==> src/rtl/mcs4_cycle_seq.sv <==
// MCS-4 instruction-cycle sequencer: steps A1..X3 on each PHI2 tick, drives SYNC,
// and provides run/halt/single-step control plus the CPU reset stretch.
module mcs4_cycle_seq #(
    parameter int RESET_CYCLES = 8,
    parameter int CNT_W        = 16
) (
    input  logic             clk_i,
    input  logic             rst_ni,
    input  logic             phi1_i,
    input  logic             phi2_i,
    input  logic             run_i,
    input  logic             step_i,
    input  logic             soft_reset_i,
    output logic             sync_o,
    output logic [2:0]       phase_o,
    output logic             halted_o,
    output logic             cycle_start_o,
    output logic             cpu_reset_o,
    output logic [CNT_W-1:0] icount_o
);

    localparam int RC_W = $clog2(RESET_CYCLES + 1);

    typedef enum logic [3:0] {
        A1   = 4'd0,
        A2   = 4'd1,
        A3   = 4'd2,
        M1   = 4'd3,
        M2   = 4'd4,
        X1   = 4'd5,
        X2   = 4'd6,
        X3   = 4'd7,
        HALT = 4'd8
    } state_t;

    state_t          state;
    state_t          nxt;
    logic            phi2_q;
    logic            tick;
    logic            halt_cond;
    logic            a1_entry;
    logic            step_pend;
    logic [RC_W-1:0] rst_cnt;

    // PHI1 is carried for monitoring only; sequencing is driven by PHI2 alone.
    logic unused_phi1;
    assign unused_phi1 = phi1_i;

    // NOTE: every signal assigned in always_comb gets a default first, so no latch is inferred.
    always_comb begin
        tick      = phi2_i & ~phi2_q;
        halt_cond = ~cpu_reset_o & ~run_i & ~step_pend;
        nxt       = state;
        if (tick) begin
            case (state)
                X3:      nxt = halt_cond ? HALT : A1;
                HALT:    nxt = (run_i | step_pend | cpu_reset_o) ? X3 : HALT;
                default: nxt = state_t'(state + 4'd1);
            endcase
        end
        a1_entry = tick & (state == X3) & ~halt_cond;
    end

    // NOTE: sequential state uses non-blocking assignments only, so every register
    // samples the pre-edge values regardless of statement order.
    always_ff @(posedge clk_i or negedge rst_ni) begin
        if (!rst_ni) begin
            state         <= X3;
            phi2_q        <= 1'b1;
            step_pend     <= 1'b0;
            rst_cnt       <= RC_W'(RESET_CYCLES);
            cpu_reset_o   <= 1'b1;
            icount_o      <= '0;
            sync_o        <= 1'b0;
            phase_o       <= 3'd7;
            halted_o      <= 1'b0;
            cycle_start_o <= 1'b0;
        end else begin
            phi2_q        <= phi2_i;
            state         <= nxt;
            phase_o       <= (nxt == HALT) ? 3'd7 : nxt[2:0];
            sync_o        <= (nxt != X3);
            halted_o      <= (nxt == HALT);
            cycle_start_o <= a1_entry;

            // A step request arriving on the tick that enters HALT must not be lost.
            if (a1_entry)
                step_pend <= 1'b0;
            else if (step_i && (halted_o || (tick && state == X3 && halt_cond)))
                step_pend <= 1'b1;

            if (soft_reset_i) begin
                cpu_reset_o <= 1'b1;
                rst_cnt     <= RC_W'(RESET_CYCLES);
            end else if (a1_entry && cpu_reset_o) begin
                rst_cnt <= rst_cnt - RC_W'(1);
                if (rst_cnt == RC_W'(1))
                    cpu_reset_o <= 1'b0;
            end

            if (a1_entry && !cpu_reset_o)
                icount_o <= icount_o + CNT_W'(1);
        end
    end

endmodule
==> config.mk <==
export PLATFORM = sky130hd
export DESIGN_NAME = mcs4_cycle_seq
export DESIGN_NICKNAME = d
export VERILOG_FILES = /design/src/rtl/mcs4_cycle_seq.sv
export SDC_FILE = /design/constraint.sdc
export NUM_CORES = 1
export LEC_CHECK = 0
export BUFFER_PORTS_ARGS = -buffer_cell sky130_fd_sc_hd__buf_2
export CAP_MARGIN = 15
export CORE_MARGIN = 2
export CORE_UTILIZATION = 25
export CTS_BUF_LIST = sky130_fd_sc_hd__clkbuf_16
export CTS_CLUSTER_SIZE = 14
export DETAILED_ROUTE_END_ITERATION = 8
export SYNTH_ARGS = -nofsm -noshare
export SYNTH_HDL_FRONTEND = slang
export SYNTH_SLANG_ARGS = --single-unit
==> constraint.sdc <==
create_clock -name clk_i -period 2.66 [get_ports clk_i]
set_input_delay 0.133 -clock clk_i [delete_from_list [all_inputs] [get_ports clk_i]]
set_output_delay 0.133 -clock clk_i [all_outputs]
set_load 0.02 [all_outputs]
==> qor.csv, run 1 <==
metric,value,unit
status,completed,
VDD IR-drop max,0.318,mV
CP endpoint kind,flip-flop,
Critical Path Start Type,flip-flop,
share of layout cells above drive strength 1,0.261,
WS Path Type,flip-flop to flip-flop,
crit share post-route,0.832,
sequential area share after synthesis,0.528,
Post-Synthesis Net Count,159,
leakage,0.947,nW
worst setup margin,446,ps
worst-case hold slack,65.5,ps
worst r2r src,state[1],
"Distinct cells, synth",36,
slowest CP cell,dfstp_2,
num rows,29,
# IOs,30,
CTS buffer count,5,
crit-path leading delay family,simple AND/OR/NAND/NOR gates,
CP max FO,14,
drt wl/cell,12.0,um
DIE AREA,6990,um2
final std cells w/o fill,261,
"leading cell types in the layout, fill and taps excluded","buf_2, dfrtp_1, inv_1, xor2_1",
Slew @ Worst Pin,733,ps
Setup Viol. Count Final,0,
Die X,83.6,um
Worst Setup SP,state[1],
Total Power,1.65,mW
max-slew violation total from the final report,0,
arrival time worst endpoint,2410,ps
pre-CTS setup slack,417,ps
register bit total from synthesis,33,
initial antenna violation count,0,
Critical Path Max Stage Delay,560,ps
diode count,0,
fin nets,195,
RePlAce Congestion,0.806,
post-placement cell count,251,
vias in the first global route,1153,
cts repair resizes,0,
mapped cell area,1590,um2
relative slew slack,0.511,
count of final hold-check violations,0,
CTS Buffer Depth,2,
routed wire length,3120,um
die height,83.6,um
Port Buffers,28,
Hold WC Path Type,input pin to flip-flop,
Core Box Area,6240,um2
clock latency on the worst-skew pair,280,ps
residual DRC count,0,
H-tree Lvls,2,
# clock sinks,33,
largest net degree at the start of global routing,34,
clk root buf,clkbuf_16,
top cell type's share of synthesized area,0.379,
fmax,452,MHz
via count,1176,
setup TNS,0,ps
Hold Crit Start,soft_reset_i,
"most common cell after layout, fill and taps aside",buf_2,
cell accounting for the most synthesized area,dfrtp_1,
clock skew,4.04,ps
"Buf+Inv Stages, Crit Path",1,
CP Data Required Time,2860,ps
TritonCTS clock tree,yes,
via-per-instance ratio,4.51,
Overflow after GRT,0,
DRT Pass-1 Iters,4,
YS warnings,0,
RSZ-0062 raised after global routing,no,
Synth Instances,147,
global-route wire length before repair,5460,um
Cell Pwr Density,824,nW/um2
CTS clock-pin slew for the worst setup and hold paths,50,ps
Initial Util,0.254,
overall routing resource usage,0.100,
area grow syn2layout,26.1,%
Mean Syn Cell Area,10.8,um2
Initial DRC Count,45,
antenna-violating nets left,0,
maxcap violations,0,
minimum clock period,2210,ps
crit path cell chain,ha_1 -> nand2b_1 -> or4_1 -> buf_4 -> nor4_1 -> xor2_1,
most area-consuming cells after synthesis,"dfrtp_1, dfstp_2, xor2_1",
DPL Wire Length,2240,um
==> final cells by class <==
type | count | area, um2
Fill cell | 665 | 4240
Sequential cell | 33 | 837
Multi-Input combinational cell | 100 | 687
Timing Repair Buffer | 31 | 168
Clock buffer | 5 | 125
Tap cell | 77 | 96.3
Inverter | 12 | 45.0
Clock inverter | 3 | 41.3
==> repair_timing <==
item | in CTS | in global routing
endpoints found under the hold margin | 25 | 0
buffers inserted | 0 | 0
hold buffers | 2 | 0
==> power breakdown <==
group | leakage (nW) | switching [mW] | internal, mW
sequential | 0.409 | 0.0548 | 0.609
combinational | 0.461 | 0.212 | 0.127
clock | 0.0775 | 0.206 | 0.438
==> kinds of logic after synthesis <==
kind of cell | after synthesis | share of synthesized area
flip-flops | 33 | 0.528
multiplexers | 2 | 0.0134
AO/OA/AOI/OAI | 14 | 0.0608
AND/OR/NAND/NOR | 61 | 0.220
buffers and inverters | 14 | 0.0387
XOR/XNOR | 18 | 0.0994
adder cells (fa/ha/maj) | 5 | 0.0395
==> synth_stat cells <==
| library cell | instances |
|---|---|
| dfrtp_1 | 24 |
| inv_1 | 12 |
| xor2_1 | 12 |
| dfstp_2 | 9 |
| nand2_1 | 9 |
| nor2_1 | 8 |
| nor3_1 | 8 |
| nand3_1 | 7 |
| nand4_1 | 7 |
| nor4_1 | 6 |
| xnor2_1 | 6 |
| ha_1 | 5 |
| a21oi_1 | 3 |
| nand2b_1 | 3 |
| nand3b_1 | 3 |
| and2_1 | 2 |
| nor2b_1 | 2 |
| o21ai_0 | 2 |
| o31ai_1 | 2 |
| a2111o_1 | 1 |
| a21o_1 | 1 |
| a22oi_1 | 1 |
| and3_1 | 1 |
| and3b_1 | 1 |
| and4_1 | 1 |
| buf_2 | 1 |
| buf_6 | 1 |
| mux2_2 | 1 |
| mux2i_1 | 1 |
| nor3_2 | 1 |
| nor4_4 | 1 |
| o211ai_1 | 1 |
| o21a_1 | 1 |
| o22ai_1 | 1 |
| o32ai_1 | 1 |
| or4_1 | 1 |
==> worst paths after layout <==
path / endpoint / slack [ps] / depth (start not counted)
max: icount_o[14] / 450 / 6
min: rst_cnt[0] / 70 / 2
max reg2reg: icount_o[14] / 450 / 6
min reg2reg: icount_o[15] / 480 / 1
max in group asynchronous: icount_o[1] / 1730 / 2
min in group asynchronous: icount_o[8] / 460 / 2
==> state kept, by name, indices dropped and copies added (netlist names) <==
register	count
phase_o	3
phi2_q	1
state	4
cycle_start_o	1
cpu_reset_o	1
halted_o	1
step_pend	1
icount_o	16
sync_o	1
rst_cnt	4
==> worst reg2reg max path, stage by stage (launching register included) <==
cell      delay, ps
dfstp_2         560
ha_1            250
nand2b_1        130
or4_1           470
buf_4           200
nor4_1          350
xor2_1          170
==> stage by stage <==
step	cell area, um2	utilization
3_3_place_gp	1810	0.290
3_5_place_dp	1810	0.290
5_1_grt	2000	0.320
2_1_floorplan	1590	-
4_1_cts	2000	0.320
6_report	2000	0.320
==> layer usage <==
layer | GRT usage | routed length [um] | part of all wire | vias up
met5 | 0 | 0 | 0 | -
met2 | 0.154 | 1540 | 0.49 | 22
met3 | 0.0406 | 147 | 0.047 | 7
met1 | 0.118 | 1370 | 0.44 | 561
met4 | 0.0572 | 63 | 0.020 | 0
li1 | - | - | - | 586
(Power assumes the default switching activity.)
==> run 2: changes to the inputs <==
--- a/config.mk
+++ b/config.mk
@@ -5,6 +5,7 @@
 export SDC_FILE = /design/constraint.sdc
 export NUM_CORES = 1
 export LEC_CHECK = 0
+export ABC_AREA = 1
 export BUFFER_PORTS_ARGS = -buffer_cell sky130_fd_sc_hd__buf_2
 export CAP_MARGIN = 15
 export CORE_MARGIN = 2
==> constraint.sdc (replaced) <==
create_clock -name clk_i -period 2.1 [get_ports clk_i]
set_input_delay 0.105 -clock clk_i [delete_from_list [all_inputs] [get_ports clk_i]]
set_output_delay 0.105 -clock clk_i [all_outputs]
set_load 0.02 [all_outputs]
==> qor.csv, run 2 <==
metric,value,unit
Overflow after GRT,0,
Core Box Area,6680,um2
Post-synth EDFFs,0,
# clock sinks,33,
antenna-violating nets left,0,
Synth Instances,200,
top cell types by occurrence after synthesis,"nand2_1, inv_1, nor2_1",
vias in the first global route,1267,
fmax,518,MHz
Initial DRC Count,58,
arrival time worst endpoint,2090,ps
max-slew violation total from the final report,0,
clock latency on the worst-skew pair,280,ps
most numerous cell in the Yosys netlist,nand2_1,
RePlAce Congestion,0.852,
RSZ-0062 raised after global routing,no,
Initial Util,0.255,
DPL Wire Length,2530,um
CP Data Required Time,2260,ps
multiplexer share of the synthesized area,0,
via-per-instance ratio,4.31,
adder-cell share of the synthesized area,0.0368,
# IOs,30,
biggest regs,"icount_o x16, rst_cnt x4, state x4",
largest family of logic cells by synthesized area,simple AND/OR/NAND/NOR gates,
cts repair resizes,0,
async set or reset register ratio after synthesis,1.00,
reg2reg end,icount_o[2],
H-tree Lvls,2,
max reg flops,16,
"Distinct cells, synth",23,
Critical Path Start Type,flip-flop,
most area-consuming cells after synthesis,"dfrtp_1, dfstp_2, nand2_1",
top cell type's share of synthesized area,0.353,
cell accounting for the most synthesized area,dfrtp_1,
most common cell type on the critical path,nand2_2,
clock skew,1.65,ps
VDD IR-drop max,0.333,mV
final core utilization,0.313,
TritonCTS clock tree,yes,
maxcap violations,0,
relative slew slack,0.507,
setup TNS,0,ps
leakage,1.09,nW
routed wire length,3340,um
r2r setup slk,170,ps
global-route wire length before repair,5790,um
die height,86.5,um
area grow syn2layout,22.8,%
worst setup path end,icount_o[2],
CTS clock-pin slew for the worst setup and hold paths,50,ps
CTS Buffer Depth,2,
drt wl/cell,10.5,um
residual DRC count,0,
YS warnings,0,
Critical Path Max Stage Delay,570,ps
clk root buf,clkbuf_16,
DRT Pass-1 Iters,4,
sequential area share after synthesis,0.492,
DIE AREA,7480,um2
crit path cell chain,ha_1 -> nand2_2 -> nor2_4 -> nand2_2 -> nor2_4 -> nand2_2 -> clkinv_1 -> nand2_1 -> xnor2_1,
Mean Syn Cell Area,8.51,um2
slowest CP cell,dfstp_2,
Post-Synth XOR/XNOR Area,0.0816,
overall routing resource usage,0.101,
diode count,0,
CP endpoint kind,flip-flop,
Post-Synthesis Net Count,212,
CP max FO,12,
initial antenna violation count,0,
share of layout cells above drive strength 1,0.232,
pre-CTS setup slack,155,ps
via count,1367,
Synth Area in Compound Gates,0.0544,
count of final hold-check violations,0,
num rows,30,
post-CTS setup buffer count,0,
CTS buffer count,5,
worst r2r src,state[0],
"most common cell after layout, fill and taps aside",nand2_1,
"leading cell types in the layout, fill and taps excluded","nand2_1, buf_2, inv_1",
Worst Setup SP,state[0],
Hold WC Path Type,input pin to flip-flop,
WS Path Type,flip-flop to flip-flop,
register bit total from synthesis,33,
status,completed,
Slew @ Worst Pin,740,ps
Die X,86.5,um
Top reg by flops,icount_o,
fin nets,248,
Post-Synth Simple-Gate Area,0.271,
worst setup margin,170,ps
R2R cell count,9,
Cell Pwr Density,971,nW/um2
crit share post-route,0.919,
largest net degree at the start of global routing,34,
Setup Viol. Count Final,0,
mapped cell area,1700,um2
Synth Flop Type,dfrtp_1,
minimum clock period,1930,ps
Hold Crit Start,soft_reset_i,
Port Buffers,28,
CTS hold repair buffers,2,
-- run 2: cell types whose count changed after synthesis, moves of 3 or more --
| cell | delta |
|---|---|
| nand2_1 | +41 |
| nor2_1 | +17 |
| inv_1 | +13 |
| o21ai_0 | +10 |
| nand3_1 | +8 |
| nor3_1 | -7 |
| nor4_1 | -6 |
| nand4_1 | -5 |
| nand2_2 | +4 |
| nand2b_1 | -3 |
| nand3b_1 | -3 |
| nor2_4 | +3 |
-- run 2: kinds of logic (layout without fill, tap and decap cells) --
group,after synthesis,in the layout
AND/OR/NAND/NOR,103,103
flip-flops,33,33
buffers and inverters,27,64
AO/OA/AOI/OAI,17,17
XOR/XNOR,15,15
adder cells (fa/ha/maj),5,5
-- run 2: per-layer routing --
metal  share of wire  up-vias  GRT usage
li1                -      697          -
met2            0.43       22      0.146
met5               0        -          0
met4           0.020        0     0.0511
met1            0.50      642      0.133
met3           0.048        6     0.0343
-- run 2: layout make-up --
type / count / area (um2)
Clock buffer: 5 / 125
Multi-Input combinational cell: 140 / 756
Fill cell: 730 / 4590
Inverter: 26 / 97.6
Sequential cell: 33 / 837
Clock inverter: 3 / 13.8
Timing Repair Buffer: 30 / 160
Tap cell: 80 / 100
-- run 2: critical path: cells and delay by family (launching register included) --
kind                       cells  cell delay (ps)
adders and majority gates      1              210
DFF                            1              570
buffers and inverters          1              220
xor gates and xnor gates       1              130
and+or+nand+nor                6              680
-- run 2: power by group --
part | total [mW] | internal [mW] | switching [mW]
Sequential | 0.847 | 0.775 | 0.0718
Combinational | 0.496 | 0.179 | 0.317
Clock | 0.686 | 0.430 | 0.256
Total | 2.03 | 1.38 | 0.645
-- run 2: metrics by stage --
stage / power, mW / hold WS (ps) / cell area [um2] / std cells
3_3_place_gp: 1.34 / 210 / 1930 / 307
3_5_place_dp: 1.36 / 216 / 1930 / 307
4_1_cts: 2.06 / 105 / 2090 / 317
2_1_floorplan: 1.22 / -191 / 1700 / 200
6_report: 2.03 / 108 / 2090 / 317
5_1_grt: 2.17 / 124 / 2090 / 317
-- run 2: worst min path at each step --
stage	end	slack, ps	depth (start not counted)
2_1_floorplan	cycle_start_o	-190	0
4_1_cts	cpu_reset_o	110	3
3_5_place_dp	icount_o[13]	220	1
3_3_place_gp	icount_o[13]	210	1
6_report	cpu_reset_o	110	3
5_1_grt	step_pend	120	3
==> run 3: changes to the inputs <==
--- a/config.mk
+++ b/config.mk
@@ -9,10 +9,11 @@
 export BUFFER_PORTS_ARGS = -buffer_cell sky130_fd_sc_hd__buf_2
 export CAP_MARGIN = 15
 export CORE_MARGIN = 2
-export CORE_UTILIZATION = 25
+export CORE_UTILIZATION = 49
 export CTS_BUF_LIST = sky130_fd_sc_hd__clkbuf_16
 export CTS_CLUSTER_SIZE = 14
 export DETAILED_ROUTE_END_ITERATION = 8
+export PLACE_DENSITY = 0.71
 export SYNTH_ARGS = -nofsm -noshare
 export SYNTH_HDL_FRONTEND = slang
 export SYNTH_SLANG_ARGS = --single-unit
==> qor.csv, run 3 (synthesis gave the netlist of run 2 again) <==
metric,value,unit
count of final hold-check violations,0,
Setup Viol. Count Final,0,
Hold Crit Start,step_i,
final std cells w/o fill,283,
via-per-instance ratio,4.78,
"leading cell types in the layout, fill and taps excluded","nand2_1, buf_2, inv_1, nor2_1, dfrtp_1",
leakage,1.10,nW
antenna-violating nets left,0,
overall routing resource usage,0.185,
Sw Pwr,636,uW
"Buf+Inv Stages, Crit Path",1,
diode count,0,
"most common cell after layout, fill and taps aside",nand2_1,
CTS Buffer Depth,2,
biggest regs,"icount_o x16, rst_cnt x4, state x4",
post-placement cell count,273,
max-slew violation total from the final report,0,
Initial Util,0.510,
relative slew slack,0.522,
drt wl/cell,10.8,um
clock skew,2.34,ps
share of layout cells above drive strength 1,0.228,
WS Path Type,flip-flop to flip-flop,
RSZ-0062 raised after global routing,no,
Slew @ Worst Pin,717,ps
crit path cell chain,ha_1 -> nand2_2 -> nor2_4 -> nand2_2 -> nor2_4 -> nand2_4 -> clkinv_1 -> nand2_1 -> xnor2_1,
Core Box Area,3340,um2
Internal,1.38,mW
fmax,538,MHz
Cell Pwr Density,984,nW/um2
routed wire length,3070,um
Overflow after GRT,0,
switch share,0.315,
Critical Path Start Type,flip-flop,
Die X,62.9,um
maxcap violations,0,
DRT Pass-1 Iters,4,
die height,62.9,um
largest net degree at the start of global routing,34,
minimum clock period,1860,ps
Sequential Power Share,0.420,
# IOs,30,
global-route wire length before repair,5680,um
CTS clock-pin slew for the worst setup and hold paths,50,ps
slowest CP cell,dfstp_2,
crit share post-route,0.885,
arrival time worst endpoint,2020,ps
worst hold path endpoint,step_pend,
combinational fraction of design power,0.244,
r2r setup slk,240,ps
worst r2r src,state[0],
CP endpoint kind,flip-flop,
clk root buf,clkbuf_16,
CTS buffer count,5,
fin nets,248,
Critical Path Max Stage Delay,560,ps
Clock Power Share,0.336,
num rows,21,
TritonCTS clock tree,yes,
Hold WC Path Type,input pin to flip-flop,
RePlAce Congestion,0.810,
area grow syn2layout,20.5,%
initial antenna violation count,0,
max reg flops,16,
reg2reg end,icount_o[2],
crit-path leading delay family,simple AND/OR/NAND/NOR gates,
via count,1354,
DIE AREA,3960,um2
vias in the first global route,1288,
setup TNS,0,ps
status,completed,
DPL Wire Length,2200,um
R2R cell count,9,
Port Buffers,28,
H-tree Lvls,2,
VDD IR-drop max,0.673,mV
residual DRC count,0,
Top reg by flops,icount_o,
Initial DRC Count,82,
WHS Path Cells,3,
# clock sinks,33,
clock latency on the worst-skew pair,280,ps
CP Data Required Time,2260,ps
CP max FO,12,
==> run 3: metal layers <==
metal / vias to the layer above / global-route usage / share of wire
li1: 695 / - / -
met1: 627 / 0.240 / 0.47
met2: 25 / 0.281 / 0.47
met3: 7 / 0.0450 / 0.040
met4: 0 / 0.106 / 0.023
met5: - / 0 / 0
==> run 3: cell type report <==
| type | instances | area [um2] |
|---|---|---|
| Fill cell | 304 | 1290 |
| Sequential cell | 33 | 837 |
| Multi-Input combinational cell | 140 | 761 |
| Timing Repair Buffer | 30 | 160 |
| Clock buffer | 5 | 125 |
| Inverter | 26 | 97.6 |
| Tap cell | 46 | 57.6 |
| Clock inverter | 3 | 12.5 |
==> run 3: worst register-to-register path, stage by stage, from the launching register on <==
cell and delay [ps]:
dfstp_2 560, ha_1 220, nand2_2 90, nor2_4 100, nand2_2 80, nor2_4 140, nand2_4 140, clkinv_1 190
nand2_1 90, xnor2_1 120
==> run 3: power groups by stage <==
| stage | combinational (mW) | clock [mW] | sequential, mW |
|---|---|---|---|
| 4_1_cts | 0.494 | 0.694 | 0.846 |
| 3_3_place_gp | 0.485 | 0 | 0.852 |
| 6_report | 0.491 | 0.678 | 0.848 |
| 2_1_floorplan | 0.321 | 0 | 0.900 |
| 3_5_place_dp | 0.489 | 0 | 0.855 |
| 5_1_grt | 0.570 | 0.731 | 0.859 |
==> run 3: how the worst max path moves through the flow <==
stage | start | to | slack (ps) | cells past startpoint
final | state[0] | icount_o[2] | 240 | 9
after global routing | state[0] | icount_o[9] | 100 | 9
after CTS | state[0] | icount_o[2] | 130 | 9
after detailed placement | state[0] | icount_o[2] | 150 | 9
after global placement | state[0] | icount_o[2] | 180 | 9
after floorplan | state[0] | icount_o[10] | 420 | 10
==> run 3: through the flow <==
stage	hold WS (ps)	utilization	setup slack (ps)	area, um2	total power, mW
2_1_floorplan	-191	-	420	1700	1.22
3_3_place_gp	205	0.566	184	1890	1.34
3_5_place_dp	204	0.566	146	1890	1.34
4_1_cts	88.2	0.613	126	2050	2.03
5_1_grt	90.0	0.615	101	2050	2.16
6_report	86.7	0.615	241	2050	2.02
==> run 3: repair_timing <==
item                                    in CTS  in global routing
endpoints found under the hold margin       25                  0
endpoints found under the setup margin       0                  1
hold buffers                                 2                  0
gates resized for setup                      0                  1
buffers inserted                             0                  0
